--- src/rtl/gene_segment_reader.sv ---
// Streams a gene memory out as overlapping segments: each segment carries ELEMENT_COUNT new
// elements plus CODON_MAX_LENGTH-1 look-ahead elements, zero-padded past the end of memory.
module gene_segment_reader #(
    parameter int ELEMENT_SIZE     = 4,
    parameter int ELEMENT_COUNT    = 32,
    parameter int CODON_MAX_LENGTH = 5,
    parameter int GENE_MEM_DEPTH   = 256,
    localparam int SEGMENT_SIZE    = ELEMENT_COUNT + CODON_MAX_LENGTH - 1,
    localparam int SEG_COUNT       = GENE_MEM_DEPTH / ELEMENT_COUNT,
    localparam int AW              = $clog2(GENE_MEM_DEPTH),
    localparam int IW              = (SEG_COUNT > 1) ? $clog2(SEG_COUNT) : 1
) (
    input  logic                             CLK,
    input  logic                             RST_N,
    input  logic                             START,
    output logic                             BUSY,
    output logic                             DONE,
    output logic                             MEM_EN,
    output logic [AW-1:0]                    MEM_ADDR,
    input  logic [ELEMENT_SIZE-1:0]          MEM_RDATA,
    output logic                             SEG_VALID,
    input  logic                             SEG_READY,
    output logic [SEGMENT_SIZE*ELEMENT_SIZE-1:0] SEG_DATA,
    output logic [IW-1:0]                    SEG_IDX,
    output logic                             SEG_LAST,
    output logic [1:0]                       dbg_state
);
    // Segment handshake: a segment transfers on any rising CLK where SEG_VALID and SEG_READY
    // are both 1; SEG_DATA/SEG_IDX/SEG_LAST hold steady while SEG_VALID=1 and SEG_READY=0.
    localparam int OW = (SEGMENT_SIZE > 1) ? $clog2(SEGMENT_SIZE) : 1;
    localparam int FW = $clog2(GENE_MEM_DEPTH + SEGMENT_SIZE) + 1;
    localparam int DW = SEGMENT_SIZE * ELEMENT_SIZE;

    typedef enum logic [1:0] {IDLE = 2'd0, FETCH = 2'd1, DRAIN = 2'd2, PRESENT = 2'd3} state_e;

    state_e          state_q, state_d;
    logic [IW-1:0]   idx_q, idx_d;
    logic [OW-1:0]   off_q, off_d;
    logic            cap_en_q, cap_en_d;
    logic [OW-1:0]   cap_slot_q, cap_slot_d;
    logic            cap_inr_q, cap_inr_d;
    logic [DW-1:0]   seg_data_q, seg_data_d;
    logic            done_q, done_d;

    logic [FW-1:0]   full_addr;
    logic            in_range;
    logic            fetch_end;
    logic            is_last;
    logic            xfer;

    assign full_addr = FW'(idx_q) * FW'(ELEMENT_COUNT) + FW'(off_q);
    assign in_range  = full_addr < FW'(GENE_MEM_DEPTH);
    assign fetch_end = off_q == OW'(SEGMENT_SIZE - 1);
    assign is_last   = idx_q == IW'(SEG_COUNT - 1);
    assign xfer      = (state_q == PRESENT) && SEG_READY;

    always_ff @(posedge CLK or negedge RST_N) begin
        if (!RST_N) begin
            state_q    <= IDLE;
            idx_q      <= '0;
            off_q      <= '0;
            cap_en_q   <= 1'b0;
            cap_slot_q <= '0;
            cap_inr_q  <= 1'b0;
            seg_data_q <= '0;
            done_q     <= 1'b0;
        end else begin
            state_q    <= state_d;
            idx_q      <= idx_d;
            off_q      <= off_d;
            cap_en_q   <= cap_en_d;
            cap_slot_q <= cap_slot_d;
            cap_inr_q  <= cap_inr_d;
            seg_data_q <= seg_data_d;
            done_q     <= done_d;
        end
    end

    always_comb begin
        state_d = state_q;
        case (state_q)
            IDLE:    if (START) state_d = FETCH;
            FETCH:   if (fetch_end) state_d = DRAIN;
            DRAIN:   state_d = PRESENT;
            PRESENT: if (SEG_READY) state_d = is_last ? IDLE : FETCH;
            default: state_d = IDLE;
        endcase
    end

    // Read data returns one cycle after issue, so each capture is tagged with the slot and
    // whether a real read was made; out-of-range slots are filled with zero instead.
    always_comb begin
        idx_d = idx_q;
        if (state_q == IDLE && START) begin
            idx_d = '0;
        end else if (xfer && !is_last) begin
            idx_d = idx_q + 1'b1;
        end
        off_d      = (state_q == FETCH && !fetch_end) ? off_q + 1'b1 : '0;
        cap_en_d   = (state_q == FETCH);
        cap_slot_d = off_q;
        cap_inr_d  = in_range;
        seg_data_d = seg_data_q;
        if (cap_en_q) begin
            seg_data_d[int'(cap_slot_q) * ELEMENT_SIZE +: ELEMENT_SIZE] =
                cap_inr_q ? MEM_RDATA : '0;
        end
        done_d = xfer && is_last;
    end

    always_comb begin
        BUSY      = (state_q != IDLE);
        MEM_EN    = (state_q == FETCH) && in_range;
        MEM_ADDR  = MEM_EN ? full_addr[AW-1:0] : '0;
        SEG_VALID = (state_q == PRESENT);
        SEG_LAST  = (state_q == PRESENT) && is_last;
        SEG_DATA  = seg_data_q;
        SEG_IDX   = idx_q;
        DONE      = done_q;
        dbg_state = state_q;
    end

endmodule

--- config.mk ---
export PLATFORM = sky130hd
export DESIGN_NAME = gene_segment_reader
export DESIGN_NICKNAME = d
export VERILOG_FILES = /design/src/rtl/gene_segment_reader.sv
export SDC_FILE = /design/constraint.sdc
export NUM_CORES = 1
export LEC_CHECK = 0
export ABC_AREA = 0
export BUFFER_PORTS_ARGS = -buffer_cell sky130_fd_sc_hd__buf_2
export CORE_ASPECT_RATIO = 1.2
export CORE_MARGIN = 3
export CORE_UTILIZATION = 43
export DETAILED_ROUTE_END_ITERATION = 8
export PLACE_DENSITY = 0.74
export SYNTH_ARGS = -nofsm -noshare
export SYNTH_HDL_FRONTEND = slang
export SYNTH_SLANG_ARGS = --single-unit
export TNS_END_PERCENT = 20
--- constraint.sdc ---
create_clock -name CLK -period 3.7 [get_ports CLK]
set_input_delay 1.11 -clock CLK [delete_from_list [all_inputs] [get_ports CLK]]
set_output_delay 1.11 -clock CLK [all_outputs]
set_load 0.1 [all_outputs]
-- Yosys cells after proc, flatten, opt, wreduce, memory -nomap -nowiden
Index checks and enable logic that the tools add are counted.
- register bits after elaboration: 164
- logic and storage cells: 47
- input port bits: 8
- output and inout bits: 162
- order comparisons: 1
- reduce and logical (&&, ||, !) cells: 13
- mux-type cells: 11
- shift-type cells: 2
- eq/ne operators: 8
- $add $sub $neg: 4
- operator list (operator ; number):
    bitwise mux 144 bit ; 1
    variable shift 4 x 33 -> 144 bit (first input constant) ; 1
    indexed part select 4 x 33 -> 144 bit ; 1
    negator 8 -> 33 bit ; 1
    adder 8 x 6 -> 9 bit ; 1
    < comparator 9 bit (second input constant) ; 1
    2-to-1 mux 8 bit ; 1
    one-hot mux 2 bit (4 select lines) ; 1
    logical AND 1 bit ; 7
    adder 6 x 1 -> 6 bit (second input constant) ; 1
    == test 6 bit (second input constant) ; 1
    2-to-1 mux 2 bit ; 3
    2-to-1 mux 3 bit ; 2
    2-to-1 mux 6 bit ; 1
    == test 2 bit (second input constant) ; 2
    2-to-1 mux 4 bit ; 1
    != test 2 x 1 -> 1 bit (second input constant) ; 2
    nonzero test 2 bit ; 2
    adder 3 x 1 -> 3 bit (second input constant) ; 1
    == test 3 bit (second input constant) ; 1
    AND reduction 3 bit ; 1
    == test 2 x 1 -> 1 bit (second input constant) ; 1
    zero test 1 bit ; 2
    zero test 2 bit ; 1
    other kinds (2) ; 2

-- Logic depth before layout (Yosys ltp)
Gate-level depths: netlist (run 1).
- word-level depth: 5
- depth in mapped cells: 9
- mapped depth without buffers: 7

-- Least setup slack after synthesis (run 1)
OpenSTA, ideal clock, no wires.
- path type: reg-to-output
- from: reg state_q[1], in the netlist dbg_state[1]
- to: out SEG_LAST
- cell stages (with the launch flop): 3
- path buffers: 0
- setup slack: -0.221 ns
- data required time: 2.590 ns
- data arrival time: 2.811 ns
- cell sequence: dfrtp_1 -> ha_1 -> and2_1
- word-level cells in the longest chain between the ends: 2
- RTL lines (element ; RTL line ; source):
    from (decl) ; 36 ; state_e state_q, state_d;
    from (signal assigned) ; 68 ; state_q <= state_d;
    == test 2 bit ; -- ;
    named net SEG_VALID ; 21 ; output logic SEG_VALID,
    logical AND 1 bit ; 116 ; SEG_LAST = (state_q == PRESENT) && is_last;
    to (decl) ; 25 ; output logic SEG_LAST,
The timed path passes the listed nets, and every way through them passes these cells.

-- Worst setup path after layout (run 1)
- from: reg cap_slot_q[0]
- to: reg seg_data_q[94], in the netlist SEG_DATA[94]
- word-level cells in the longest chain between the ends: 3
- elaborated cells between the ends (all ways): 4
- classes of those cells: add/sub (1); shift (2); mux (1)
- RTL lines (element ; RTL line ; source):
    from (decl) ; 40 ; logic [OW-1:0] cap_slot_q, cap_slot_d;
    from (signal assigned) ; 72 ; cap_slot_q <= cap_slot_d;
    negator 8 -> 33 bit * ; 105 ; seg_data_d[int'(cap_slot_q) * ELEMENT_SIZE +: ELEMENT_SIZE] =
    indexed part select 4 x 33 -> 144 bit or variable shift 4 x 33 -> 144 bit (tied branches) ; 105 ;
    bitwise mux 144 bit * ; 105 ;
    to (signal assigned) ; 74 ; seg_data_q <= seg_data_d;
    to (decl) ; 42 ; logic [DW-1:0] seg_data_q, seg_data_d;
Mark *: on every way between the ends. The rest lies on a longest branch, timed or not.
A chain may end at the register's enable or synchronous reset.

==> results of run 1 <==
[sequential cells by signal, indices dropped and copies added (netlist names)]
| signal | count |
|---|---|
| DONE | 1 |
| SEG_IDX | 3 |
| cap_inr_q | 1 |
| cap_slot_q | 6 |
| cap_slot_d | 6 |
| dbg_state | 2 |
| cap_en_q | 1 |
| SEG_DATA | 144 |
[synthesized netlist by cell type, types with 2 or more instances]
| cell type | count | share of area, % |
|---|---|---|
| sky130_fd_sc_hd__xor2_1 | 5 | 0.63 |
| sky130_fd_sc_hd__inv_1 | 8 | 0.43 |
| sky130_fd_sc_hd__nor2_1 | 30 | 1.6 |
| sky130_fd_sc_hd__mux2_2 | 145 | 23 |
| sky130_fd_sc_hd__xnor2_1 | 6 | 0.75 |
| sky130_fd_sc_hd__or2_2 | 2 | 0.18 |
| sky130_fd_sc_hd__nor3_1 | 7 | 0.50 |
| sky130_fd_sc_hd__o211ai_1 | 4 | 0.43 |
| sky130_fd_sc_hd__mux2i_1 | 3 | 0.43 |
| sky130_fd_sc_hd__and2_1 | 7 | 0.63 |
| sky130_fd_sc_hd__buf_2 | 5 | 0.36 |
| sky130_fd_sc_hd__or4b_1 | 2 | 0.29 |
| sky130_fd_sc_hd__nor2b_1 | 2 | 0.18 |
| sky130_fd_sc_hd__nand2_1 | 10 | 0.54 |
| sky130_fd_sc_hd__dfrtp_1 | 164 | 59 |
| sky130_fd_sc_hd__clkbuf_1 | 19 | 1.0 |
| sky130_fd_sc_hd__a211oi_1 | 3 | 0.32 |
| sky130_fd_sc_hd__ha_1 | 11 | 2.0 |
| sky130_fd_sc_hd__a2111oi_2 | 3 | 0.64 |
| sky130_fd_sc_hd__buf_1 | 4 | 0.21 |
| sky130_fd_sc_hd__nand3_1 | 27 | 1.9 |
| sky130_fd_sc_hd__a21oi_1 | 3 | 0.21 |
| sky130_fd_sc_hd__nand2b_1 | 3 | 0.27 |
| sky130_fd_sc_hd__and3_1 | 19 | 1.7 |
| sky130_fd_sc_hd__nand4_1 | 2 | 0.18 |
[cell usage in the layout (no fill, tap or decap), types with 3 or more instances in the layout]
master,n
sky130_fd_sc_hd__buf_2,168
sky130_fd_sc_hd__dfrtp_1,164
sky130_fd_sc_hd__mux2_2,145
sky130_fd_sc_hd__nor2_1,30
sky130_fd_sc_hd__nand3_1,27
sky130_fd_sc_hd__and3_1,19
sky130_fd_sc_hd__clkbuf_16,17
sky130_fd_sc_hd__nand2_1,10
sky130_fd_sc_hd__ha_1,10
sky130_fd_sc_hd__inv_1,8
sky130_fd_sc_hd__and2_1,7
sky130_fd_sc_hd__nor3_1,7
sky130_fd_sc_hd__xnor2_1,5
sky130_fd_sc_hd__xor2_1,5
sky130_fd_sc_hd__buf_4,5
sky130_fd_sc_hd__o211ai_1,4
sky130_fd_sc_hd__nand2b_1,3
sky130_fd_sc_hd__a2111oi_2,3
sky130_fd_sc_hd__a211oi_1,3
sky130_fd_sc_hd__a21oi_1,3
sky130_fd_sc_hd__bufinv_16,3
sky130_fd_sc_hd__clkinv_2,3
[critical path, delay by kind of cell (launching register included)]
family                     cells  cell delay, ns
adders and majority gates      1            0.46
buffers and inverters          1            0.14
muxes                          1            0.37
AOI/OAI and AO/OA              1            0.67
DFF                            1            0.56
and+or+nand+nor                2            0.89
[stage by stage]
step	setup WS, ns	std cells
global route	0.343	897
detailed placement	0.549	866
floorplan	0.0629	512
CTS	0.545	897
finish	0.501	897
global placement	0.602	866
[how the worst max path moves through the flow]
stage             startpoint      endpoint  cells after the start
3_5_place_dp   cap_slot_q[0]  SEG_DATA[94]                      6
2_1_floorplan   dbg_state[1]      SEG_LAST                      2
4_1_cts        cap_slot_q[0]  SEG_DATA[94]                      6
3_3_place_gp   cap_slot_q[0]  SEG_DATA[94]                      6
6_report       cap_slot_q[0]  SEG_DATA[94]                      6
5_1_grt        cap_slot_q[0]  SEG_DATA[61]                      6
[layout make-up]
cell class                      count  share of cell area (%)
Sequential cell                   164                    47.4
Multi-Input combinational cell    311                    31.9
Timing Repair Buffer              175                    10.5
Inverter                            8                   0.347
Tap cell                          208                    3.00
Clock buffer                       19                    5.11
Clock inverter                     12                    1.79
[power by group]
part           switching (W)  internal [W]
clock network       0.000695       0.00108
logic                0.00193      0.000486
registers           0.000131       0.00195
[cell families after synthesis]
| kind of cell | count (synthesis) | share of synthesized area [%] |
|---|---|---|
| compound gates | 20 | 2.56 |
| buf+inv | 37 | 2.13 |
| mux | 149 | 23.9 |
| xor+xnor | 12 | 1.61 |
| fa+ha+maj | 11 | 1.97 |
| simple gates | 119 | 9.19 |
| flops | 164 | 58.6 |
[per-layer routing]
metal | part of all wire [%] | wire (um) | vias up | global-route usage (%)
met4 | 1.6 | 274 | 0 | 6.67
met3 | 5.2 | 901 | 22 | 4.82
met5 | 0 | 0 | - | 0
met2 | 54 | 9470 | 142 | 36.8
li1 | - | - | 2149 | -
met1 | 39 | 6810 | 2407 | 23.8
==> results.md, run 1 <==
Status:
- The flow ran to the end, and the final reports show no timing, DRC or antenna violations.

Detailed routing:
- The detailed-routing iteration count for the pre-antenna-repair pass is 6.
- Summed over all layers, the routed wires come to 17500 um.
- The final routed DRC violation total is 0.
- The count of nets left with antenna violations after detail routing is 0.
- The average routed wire per standard cell is 19.5 um.
- In the routed layout, each cell is associated on average with a via count of 5.26.
- The number of vias after detailed routing is 4720.
- For this block, the initial DRC count from the detailed router was 196.

Timing:
- The number of setup violations in the final report is 0.
- Setup repair after global routing left no endpoint under its margin.
- The final period utilization is 86.5%.
- Between clock sinks in the finished design, the worst skew comes to 0.00524 ns.
- The routed design could run at a clock period as short as 3.20 ns.
- The maximum clock frequency is 313 MHz.
- The total count of max-transition violations in the final report was 0.
- The total negative slack for setup checks is 0 ns.
- The worst hold slack after final layout is 0.446 ns.
- At the pin with the least slew margin, the transition time is 0.883 ns.
- The hold violation count in the final report came to 0.
- Headroom to the max-slew limit came out at 41.2%.

Die:
- The die is 122 um wide.
- The area of the die is 17900 um^2.
- The die outline height is 146 um.
- The number of rows in the core area is 50.
- The initial core utilization is 44.4%.
- The core region is 15800 um^2.
- The number of ports placed on the die boundary is 170.

Worst setup path:
- In this run the register-to-register setup slack is 0.50 ns.
- The capturing element type of the critical path is a flop.
- The largest single stage delay on the critical path is 0.67 ns.
- The data arrival time of the critical path is 3.50 ns.
- Walking the worst path, the cells encountered are inv_1 > ha_1 > or4bb_1 > a211oi_1 > and3_1 > mux2_2.
- The startpoint type of the worst setup path is a flop.
- The worst flop-to-flop path startpoint is cap_slot_q[0].
- Of all nets on the critical path, the largest fanout is 15.
- The endpoint identified for the worst register-to-register timing path is SEG_DATA[94].
- The worst register-to-register path has a depth of 6.
- The data required time at the worst endpoint is 4.00 ns.
- The slowest stage of the critical path belongs to the cell sky130_fd_sc_hd__a211oi_1.
- The worst setup path is of the flop to flop kind.

Placement:
- The cell area after placement is 8070 um^2.
- The sum of net half-perimeters after detailed placement is 13100 um.
- The routability congestion estimate is 0.843.
- The count of buffers added on input and output ports is 169.

Clock tree:
- The clock net sink count is 164.
- In this run, post-CTS hold repair placed 0 buffers.
- The clock passes through at most 2 buffers.
- The number of instances resized during post-cts repair is 0.
- Counting the buffers created by CTS gives 17.
- The clock tree from TritonCTS is done.
- The tree is rooted in a sky130_fd_sc_hd__clkbuf_16.
- Clock-pin slew was measured on the worst setup and hold paths at 0.06 ns.
- The number of levels the H-tree was split into is 4.
- The clock network latency to the later pin of the worst-skew pair is 0.42 ns.
- The setup fix buffers added after clock tree synthesis is 0.

Pwr:
- Summing internal, switching and leakage power gives 0.00627 W.
- VDD sags by at most 0.927 mV.
- Dividing total power by cell area gives a power density of 724 nW/um^2.
- For this design the static power due to leakage is 4.04 nW.

GRT:
- The global-route wire length before repair is 28200 um.
- The number of global-route vias before repair is 5223.
- Summed over all layers, the global routing overflow is 0.
- The number of antenna violations at the first check in global routing is 0.
- The aggregate global-route resource usage is 20.5%.
- The maximum number of pins on one net before global-route repair is 95.

Worst hold path:
- The startpoint of the worst hold path is cap_slot_d[1].
- In this run the worst hold path is classified as flop to flop.
- Counting instances, the worst hold path has a depth of 0.
- The end point of the worst hold path is cap_slot_q[1].

Synth:
- The count of flip-flops with a built-in enable after synthesis is 0.
- The cell area after synthesis is 7000 um^2.
- The total nets after synthesis is 531.
- In the synthesized netlist the dominant register cell turns out to be sky130_fd_sc_hd__dfrtp_1.
- Averaged over all synthesized cells, the footprint is 13.7 um^2.
- The fraction of registers with async set/reset is 100%.
- The number of distinct library cells after synthesis is 43.
- After technology mapping, the gate count stands at 512.
- The count of yosys warnings during synthesis is 0.
- In this run, synthesis produced a sequential element count of 164.
- Of the synthesized area, sequential elements account for 58.6%.

Cells and area:
- Compared with the post-synthesis result, the final layout area differs by 23.7%.
- The fraction of final layout cells sized beyond drive strength 1 is 52.7%.
- Summing all multi-input logic gate instances after layout gives 2760 um^2.
- Cells fill 55.0% of the core in the end.
- The final design area excluding fillers is 8660 um^2.
- The footprint of the flip-flops and latches is 4100 um^2.
- After filler insertion, the fill cell instance count of the layout stands at 1346.
- The number of antenna cells inserted is 0.
- The number of nets in the finished design is 696.

Job:
- Max-cap violations in this run came to 0.
Power figures use the tool's default switching activity.
==> run 2, diff against run 1 <==
--- a/config.mk
+++ b/config.mk
@@ -8,4 +8,5 @@
 export ABC_AREA = 0
 export BUFFER_PORTS_ARGS = -buffer_cell sky130_fd_sc_hd__buf_2
+export CAP_MARGIN = 25
 export CORE_ASPECT_RATIO = 1.2
 export CORE_MARGIN = 3
==> constraint.sdc (replaced) <==
create_clock -name CLK -period 3.7 [get_ports CLK]
set_input_delay 1.11 -clock CLK [delete_from_list [all_inputs] [get_ports CLK]]
set_output_delay 1.11 -clock CLK [all_outputs]
set_load 0.05 [all_outputs]
==> run 2 against run 1 <==
Global-route usage is 0.076 points higher. Clock skew grew 0.0046 ns. Via count is 0.13% higher. Critical path type unchanged. Sequential cell count unchanged. Fmax up 1.7%. Largest power group is now registers. Wire length is 1.9% higher.
==> results.md, run 2 (synthesized netlist as in run 1, its figures left out) <==
Pwr:
- The combinational share of power is 31.3% (-7.2 points).
- The part of the power in the clock network came to 32.4% (+4.1 points).
- The maximum ir drop on the vdd rail is 0.454 mV (-51%).
- The relative contribution of sequential cells to total power is 36.3% (+3.1 points).
- The standby leakage power is 4.06 nW (+0.32%).
- The fraction of power spent switching nets is 37.4% (-6.5 points).
- The internal power came to 0.00359 W (+2.1%).
- The power per cell area was 659 nW/um^2 (-8.9%).
- The net switching power of the design is 0.00215 W (-22%).

Clock tree:
- The clock-pin transition on the worst setup and hold timing paths was 0.06 ns (about the same).
- The number of instances resized during post-cts repair is 0 (unchanged).
- The clock net sink count was 164 (unchanged).
- TritonCTS built the clock tree.
- The number of levels the H-tree was split into is 4 (unchanged).
- The maximum clock insertion buffer count is 2 (unchanged).
- The clock network latency to the later pin of the worst-skew pair came to 0.42 ns (about the same).
- The number of hold buffers added after CTS is 0 (unchanged).
- CTS placed an instance of sky130_fd_sc_hd__clkbuf_16 at the clock tree root.
- The total CTS buffers is 17 (unchanged).
- The setup fix buffers added after clock tree synthesis was 0 (unchanged).

Worst setup path:
- The worst setup path is launched from a flop.
- The worst setup path is of the flop to flop kind.
- The biggest cell delay along the critical path was 0.58 ns (-0.09 ns).
- The cell with the largest stage delay on the worst path is sky130_fd_sc_hd__dfrtp_1.
- The number of buffers and inverters on the critical path came to 1 (unchanged).
- The worst setup path is captured at a flop.
- The highest fanout seen on the critical path is 15 (unchanged).
- The data arrival time of the critical path is 3.44 ns (-0.06 ns).
- The critical path's top delay family is simple AND/OR/NAND/NOR gates.
- Traced cell by cell, the critical path runs through inv_1 > ha_1 > or4bb_1 > a211oi_1 > nand3_1 > mux2_2.
- The worst register-to-register path begins at cap_slot_q[0].
- The critical path starts at cap_slot_q[0].
- The data required time at the worst endpoint is 4.00 ns (about the same).

Detailed routing:
- The initial detailed-routing violation count came to 233 (+19%).
- The detailed-route vias per instance came to 5.26 (about the same).
- The final routed DRC violation total is 0 (unchanged).
- The count of nets left with antenna violations after detail routing is 0 (unchanged).
- The detailed-routing iteration count for the pre-antenna-repair pass was 4 (-2).
- The number of vias after detailed routing is 4726 (+0.13%).
- The average routed wire per standard cell is 19.8 um (+1.8%).
- The final wirelength came to 17800 um (+1.9%).

Placement:
- The routability congestion estimate is 0.848 (+0.56%).
- The cell area after placement is 8080 um^2 (+0.12%).
- The number of port buffers came to 169 (unchanged).
- The sum of net half-perimeters after detailed placement is 13300 um (+0.82%).

Job:
- The number of maximum-capacitance violations came to 0 (unchanged).

Die:
- The core area is 15800 um^2 (unchanged).
- The die outline height is 146 um (unchanged).
- The area of the die is 17900 um^2 (unchanged).
- The chip width is 122 um (unchanged).
- The number of ports placed on the die boundary came to 170 (unchanged).
- The initial core utilization was 44.4% (unchanged).
- The number of rows in the core area was 50 (unchanged).

Cells and area:
- The fraction of final layout cells sized beyond drive strength 1 came to 52.5% (-0.22 points).
- The number of nets in the finished design is 696 (unchanged).
- The flip-flop count of the largest register, all copies and words added is 144 (unchanged).
- The combined area of the multi-input logic cells is 2760 um^2 (about the same).
- The number of antenna cells inserted is 0 (unchanged).
- The final design area excluding fillers came to 8700 um^2 (+0.43%).
- The fill cell instance count of the final layout was 1355 (+0.67%).
- The final core area utilization is 55.2% (+0.24 points).
- Leaving out fill and tap cells, the most frequent cells in the layout are sky130_fd_sc_hd__buf_2, sky130_fd_sc_hd__dfrtp_1, sky130_fd_sc_hd__mux2_2, sky130_fd_sc_hd__nor2_1, sky130_fd_sc_hd__nand3_1.
- The footprint of the flip-flops and latches is 4100 um^2 (unchanged).
- The leading cell type in the layout, fill and taps excluded is sky130_fd_sc_hd__buf_2.
- The area growth from synthesis to layout is 24.3%.

GRT:
- The maximum number of pins on one net before global-route repair is 78 (-18%).
- The number of antenna violations at the first check in global routing came to 0 (unchanged).
- The remaining global-route overflow is 0 (unchanged).
- The global-route wire length before repair came to 28400 um (+0.83%).
- The aggregate global-route resource usage is 20.6% (+0.076 points).
- The number of global-route vias before repair is 5150 (-1.4%).

Worst hold path:
- The type of the worst min-delay path is flop to flop.
- The startpoint of the worst hold path is cap_slot_d[1].

Status:
- The run finished with clean final reports.

Timing:
- The hold violation count in the final report is 0 (unchanged).
- The normalized max-slew margin is 41.5% (+0.31 points).
- The post-route clock skew is 0.00982 ns (+0.00459 ns).
- The total count of max-transition violations in the final report is 0 (unchanged).
- The maximum clock frequency came to 318 MHz (+1.7%).
- The total negative slack for setup checks is 0 ns (unchanged).
- The transition time at the pin with the least slew margin was 0.874 ns (-0.00892 ns).
- The clock period minus final worst setup slack is 3.15 ns (-0.0537 ns).
- The number of setup violations in the final report is 0 (unchanged).
- The final period utilization came to 85.0% (-1.5 points).
- Setup repair after global routing left no endpoint under its margin.
run 2: cell types whose count changed in the layout (fill, tap and decap cells not counted):
cell / delta
sky130_fd_sc_hd__buf_12: +1
sky130_fd_sc_hd__bufinv_16: +1
sky130_fd_sc_hd__clkinv_2: -1
sky130_fd_sc_hd__clkinvlp_4: +1
sky130_fd_sc_hd__clkbuf_1: +1
sky130_fd_sc_hd__buf_4: -1
sky130_fd_sc_hd__ha_2: -1
sky130_fd_sc_hd__inv_6: -1
sky130_fd_sc_hd__ha_1: +1
run 2: path summary, 6_finish.rpt:
kind,to,slack (ns),cells past startpoint
setup / recovery,SEG_DATA[29],0.55,6
hold / removal,cap_slot_q[1],0.44,0
setup reg to reg,SEG_DATA[29],0.55,6
hold reg to reg,cap_slot_q[1],0.44,0
max in group asynchronous,SEG_DATA[108],2.24,2
min in group asynchronous,SEG_DATA[57],0.73,1
run 2: stage by stage:
step                      total power (W)  setup WS (ns)  cells  hold slack (ns)
after floorplan                   0.00341          0.817    512            0.391
after global placement            0.00388          0.654    866            0.429
after detailed placement          0.00391          0.596    866            0.423
after CTS                         0.00578          0.584    898            0.442
after global routing              0.00601          0.312    898            0.474
final                             0.00574          0.554    898            0.438
run 2: layout make-up:
type	count	share of cell area [%]
Clock inverter	12	2.06
Timing Repair Buffer	175	10.6
Inverter	8	0.345
Clock buffer	20	5.13
Sequential cell	164	47.2
Multi-Input combinational cell	311	31.7
Tap cell	208	2.99
run 2: power by group through the flow:
stage | Sequential (W) | Clock (W) | Combinational [W]
after floorplan | 0.00255 | 0 | 0.000855
after global placement | 0.00211 | 0 | 0.00178
after detailed placement | 0.00212 | 0 | 0.00180
after CTS | 0.00209 | 0.00189 | 0.00181
after global routing | 0.00211 | 0.00197 | 0.00193
final | 0.00208 | 0.00186 | 0.00180
run 2: per-layer routing:
metal	vias to the layer above	global-route usage, %	share of wire (%)
met4	0	8.07	3.0
met2	140	35.9	52
met5	-	0	0
met3	32	5.37	5.1
met1	2404	23.9	40
li1	2150	-	-
==> run 3, diff against run 2 <==
Settings changed: ABC_AREA 0 to 1, PLACE_DENSITY 0.74 to 0.73.
==> run 3 against run 2 <==
Cell count is 60% higher. Combinational power increased by 10%. Sequential cell count is the same. Via count grew 63%. Sequential power fell by 7%. Critical path depth up 5. Worst setup slack improved by 0.0050 ns. Clock power is 12% lower. Sequential share of layout area down 4.5 points. Critical path type unchanged. Largest cell class unchanged. Highest routed layer unchanged.
==> results.md, run 3 <==
Synth:
- For this run, the leading register cell type out of synthesis is sky130_fd_sc_hd__dfrtp_1.
- The most area-hungry cell type in the Yosys netlist is sky130_fd_sc_hd__dfrtp_1.
- The fraction of registers with async set/reset is 100% (unchanged).
- The XOR/XNOR share of the synthesized area was 0.422% (-1.2 points).
- The number of synthesized register bits is 164 (unchanged).
- The area fraction of the dominant cell type after synthesis is 51.3% (-7.3 points).
- The sequential-to-total area share from yosys stat is 51.3% (-7.3 points).
- The cell area after synthesis came to 8000 um^2 (+14%).
- The compound-cell area share of the yosys netlist is 1.17% (-1.4 points).
- The count of yosys warnings during synthesis came to 0 (unchanged).
- After synthesis, the most frequently instantiated cells are sky130_fd_sc_hd__nand2_1, sky130_fd_sc_hd__nand3_1, sky130_fd_sc_hd__dfrtp_1.
- The post-synthesis share of cell area spent on full adders, half adders and majority gates is 1.72% (-0.24 points).
- The most used standard cell by instance count after synthesis is sky130_fd_sc_hd__nand2_1.
- The number of distinct library cells after synthesis came to 25 (-42%).
- The multiplexer area fraction after synthesis was 0% (-24 points).
- The mean instance size in the synthesized netlist was 7.62 um^2 (-44%).
- By area, the combinational part of the netlist is dominated by simple AND/OR/NAND/NOR gates.
- The share of synthesized cell area in and, or, nand and nor gates came to 40.5% (+31 points).
- The instance count of the mapped netlist is 1050 (+110%).
- The count of flip-flops with a built-in enable after synthesis is 0 (unchanged).
- Ranked by total cell area, the synthesized netlist is headed by sky130_fd_sc_hd__dfrtp_1, sky130_fd_sc_hd__nand2_1, sky130_fd_sc_hd__nand3_1.
- The total nets after synthesis was 1069 (+100%).

Cells and area:
- The final non-filler cell total is 1437 (+60%).
- The number of antenna cells inserted is 0 (unchanged).
- The flip-flop count of the largest register, all copies and words added came to 144 (unchanged).
- The number of nets in the finished design came to 1221 (+75%).
- The final core area utilization came to 52.8% (-2.4 points).
- Leaving out fill and tap cells, the most frequent cell in the layout is sky130_fd_sc_hd__nand2_1.
- The fraction of final layout cells sized beyond drive strength 1 is 18.8% (-34 points).
- In the layout the commonest cells are sky130_fd_sc_hd__nand2_1, sky130_fd_sc_hd__nand3_1, sky130_fd_sc_hd__buf_2, sky130_fd_sc_hd__dfrtp_1, sky130_fd_sc_hd__nor2_1.
- The synthesis-to-finish area growth is 20.3%.

Die:
- The area of the die is 20300 um^2 (+14%).
- The initial core utilization is 43.8% (-0.58 points).
- The die outline height was 155 um (+6.6%).
- The chip width came to 130 um (+6.5%).
- The number of rows in the core area is 54 (+8.0%).
- The number of ports placed on the die boundary is 170 (unchanged).
- The core area is 18200 um^2 (+16%).

Worst setup path:
- The data required time at the worst endpoint is 4.00 ns (about the same).
- The internal reg-to-reg setup slack is 0.56 ns (about the same).
- The data arrival time of the critical path is 3.44 ns (about the same).
- The startpoint type of the worst setup path is a flop.
- The worst setup path is captured at a flop.
- The highest fanout seen on the critical path is 45 (+30).
- The critical path class is flop to flop.

Detailed routing:
- The detailed-routing iteration count for the pre-antenna-repair pass is 5 (+1).
- The number of vias after detailed routing was 7680 (+63%).
- The initial detailed-routing violation count is 665 (+190%).
- The final routed DRC violation total is 0 (unchanged).
- The detailed-route vias per instance is 5.34 (+1.6%).
- The average routed wire per standard cell is 16.3 um (-18%).
- The final wirelength is 23400 um (+32%).
- The count of nets left with antenna violations after detail routing is 0 (unchanged).

Clock tree:
- The clock-pin transition on the worst setup and hold timing paths came to 0.06 ns (about the same).
- The setup fix buffers added after clock tree synthesis is 0 (unchanged).
- The maximum clock insertion buffer count was 2 (unchanged).
- TritonCTS built the clock tree.
- The cell at the root of the clock tree is sky130_fd_sc_hd__clkbuf_16.
- The clock network latency to the later pin of the worst-skew pair is 0.43 ns (about the same).
- The number of instances resized during post-cts repair is 0 (unchanged).
- The number of hold buffers added after CTS is 0 (unchanged).
- The number of levels the H-tree was split into came to 4 (unchanged).
- The clock net sink count is 164 (unchanged).
- The total CTS buffers is 17 (unchanged).

Placement:
- The routability congestion estimate is 0.953 (+12%).
- The placed cell count came to 1407 (+62%).
- The sum of net half-perimeters after detailed placement is 16900 um (+28%).
- The number of port buffers was 169 (unchanged).

Timing:
- The number of setup violations in the final report is 0 (unchanged).
- The hold violation count in the final report was 0 (unchanged).
- The normalized max-slew margin is 52.0% (+11 points).
- Setup repair after global routing left no endpoint under its margin.
- The clock period minus final worst setup slack is 3.14 ns (-0.00498 ns).
- The final period utilization came to 84.9% (-0.13 points).
- The transition time at the pin with the least slew margin is 0.717 ns (-0.156 ns).
- The post-route clock skew is 0.00735 ns (-0.00247 ns).
- The total count of max-transition violations in the final report was 0 (unchanged).
- The maximum clock frequency came to 318 MHz (+0.16%).
- The total negative slack for setup checks was 0 ns (unchanged).

GRT:
- The global-route wire length before repair came to 37400 um (+32%).
- The remaining global-route overflow came to 0 (unchanged).
- The number of global-route vias before repair was 7348 (+43%).
- The aggregate global-route resource usage is 23.4% (+2.8 points).
- The maximum number of pins on one net before global-route repair was 81 (+3.8%).
- The number of antenna violations at the first check in global routing is 0 (unchanged).

Pwr:
- The power per cell area is 577 nW/um^2 (-12%).
- The power consumption is 0.00556 W (-3.2%).
- The maximum ir drop on the vdd rail is 0.368 mV (-19%).
- The standby leakage power is 4.22 nW (+4.0%).

Worst hold path:
- The type of the worst min-delay path is flop to flop.

Job:
- The number of maximum-capacitance violations came to 0 (unchanged).

Status:
- The run finished with clean final reports.
[run 3: cell types whose count changed after synthesis, moves of 15 or more]
cell | previous run | this run
sky130_fd_sc_hd__and3_1 | 19 | 0
sky130_fd_sc_hd__nand3_1 | 27 | 184
sky130_fd_sc_hd__nand2_1 | 10 | 357
sky130_fd_sc_hd__nor2_1 | 30 | 152
sky130_fd_sc_hd__nand4_1 | 2 | 43
sky130_fd_sc_hd__buf_2 | 5 | 20
sky130_fd_sc_hd__mux2_2 | 145 | 0
sky130_fd_sc_hd__inv_1 | 8 | 40
[run 3: per-layer routing]
layer / routed length, um / vias to the layer above / GRT usage (%)
met3: 1260 / 54 / 4.02
li1: - / 3710 / -
met5: 0 / - / 0
met2: 11600 / 269 / 38.2
met4: 763 / 0 / 10.5
met1: 9800 / 3647 / 30.2
[run 3: layout make-up]
class | count | area (um^2)
Multi-Input combinational cell | 790 | 3530
Clock inverter | 9 | 83.8
Fill cell | 1771 | 8620
Sequential cell | 164 | 4100
Timing Repair Buffer | 186 | 1020
Inverter | 43 | 161
Clock buffer | 21 | 450
Tap cell | 224 | 280
[run 3: critical path, stage by stage (launching register included)]
cell                      delay (ns)
sky130_fd_sc_hd__dfrtp_1        0.50
sky130_fd_sc_hd__inv_1          0.15
sky130_fd_sc_hd__buf_4          0.20
sky130_fd_sc_hd__nand2_1        0.11
sky130_fd_sc_hd__nor3_1         0.25
sky130_fd_sc_hd__ha_1           0.50
sky130_fd_sc_hd__nand3_1        0.22
sky130_fd_sc_hd__nor2_4         0.13
sky130_fd_sc_hd__buf_4          0.43
sky130_fd_sc_hd__nand4_1        0.32
sky130_fd_sc_hd__nand2_1        0.15
sky130_fd_sc_hd__nand2_1        0.07
[run 3: worst paths after layout]
check | start | end | cells after the start
max in group asynchronous | RST_N | SEG_DATA[2] | 2
hold / removal | cap_slot_d[3] | cap_slot_q[3] | 0
setup / recovery | cap_slot_q[0] | SEG_DATA[11] | 11
hold reg to reg | cap_slot_d[3] | cap_slot_q[3] | 0
setup reg to reg | cap_slot_q[0] | SEG_DATA[11] | 11
min in group asynchronous | RST_N | SEG_DATA[89] | 1
[run 3: power breakdown]
group / internal (W) / switching [W] / total (W)
clock: 0.000933 / 0.000703 / 0.00164
combinational: 0.000385 / 0.00160 / 0.00198
sequential: 0.00186 / 0.0000801 / 0.00194
total: 0.00318 / 0.00238 / 0.00556
[run 3: kinds of logic (layout without fill, tap and decap cells)]
group | count (synthesis) | in the layout
simple gates | 758 | 758
flops | 164 | 164
buf+inv | 96 | 259
compound gates | 18 | 18
fa+ha+maj | 11 | 11
xor+xnor | 3 | 3
[run 3: metrics by stage]
| stage | hold WS, ns | setup WS, ns | instance area (um^2) |
|---|---|---|---|
| finish | 0.429 | 0.559 | 9620 |
| global route | 0.447 | 0.283 | 9620 |
| global placement | 0.388 | 0.623 | 9090 |
| CTS | 0.426 | 0.603 | 9620 |
| floorplan | 0.373 | 0.750 | 8000 |
| detailed placement | 0.415 | 0.624 | 9090 |
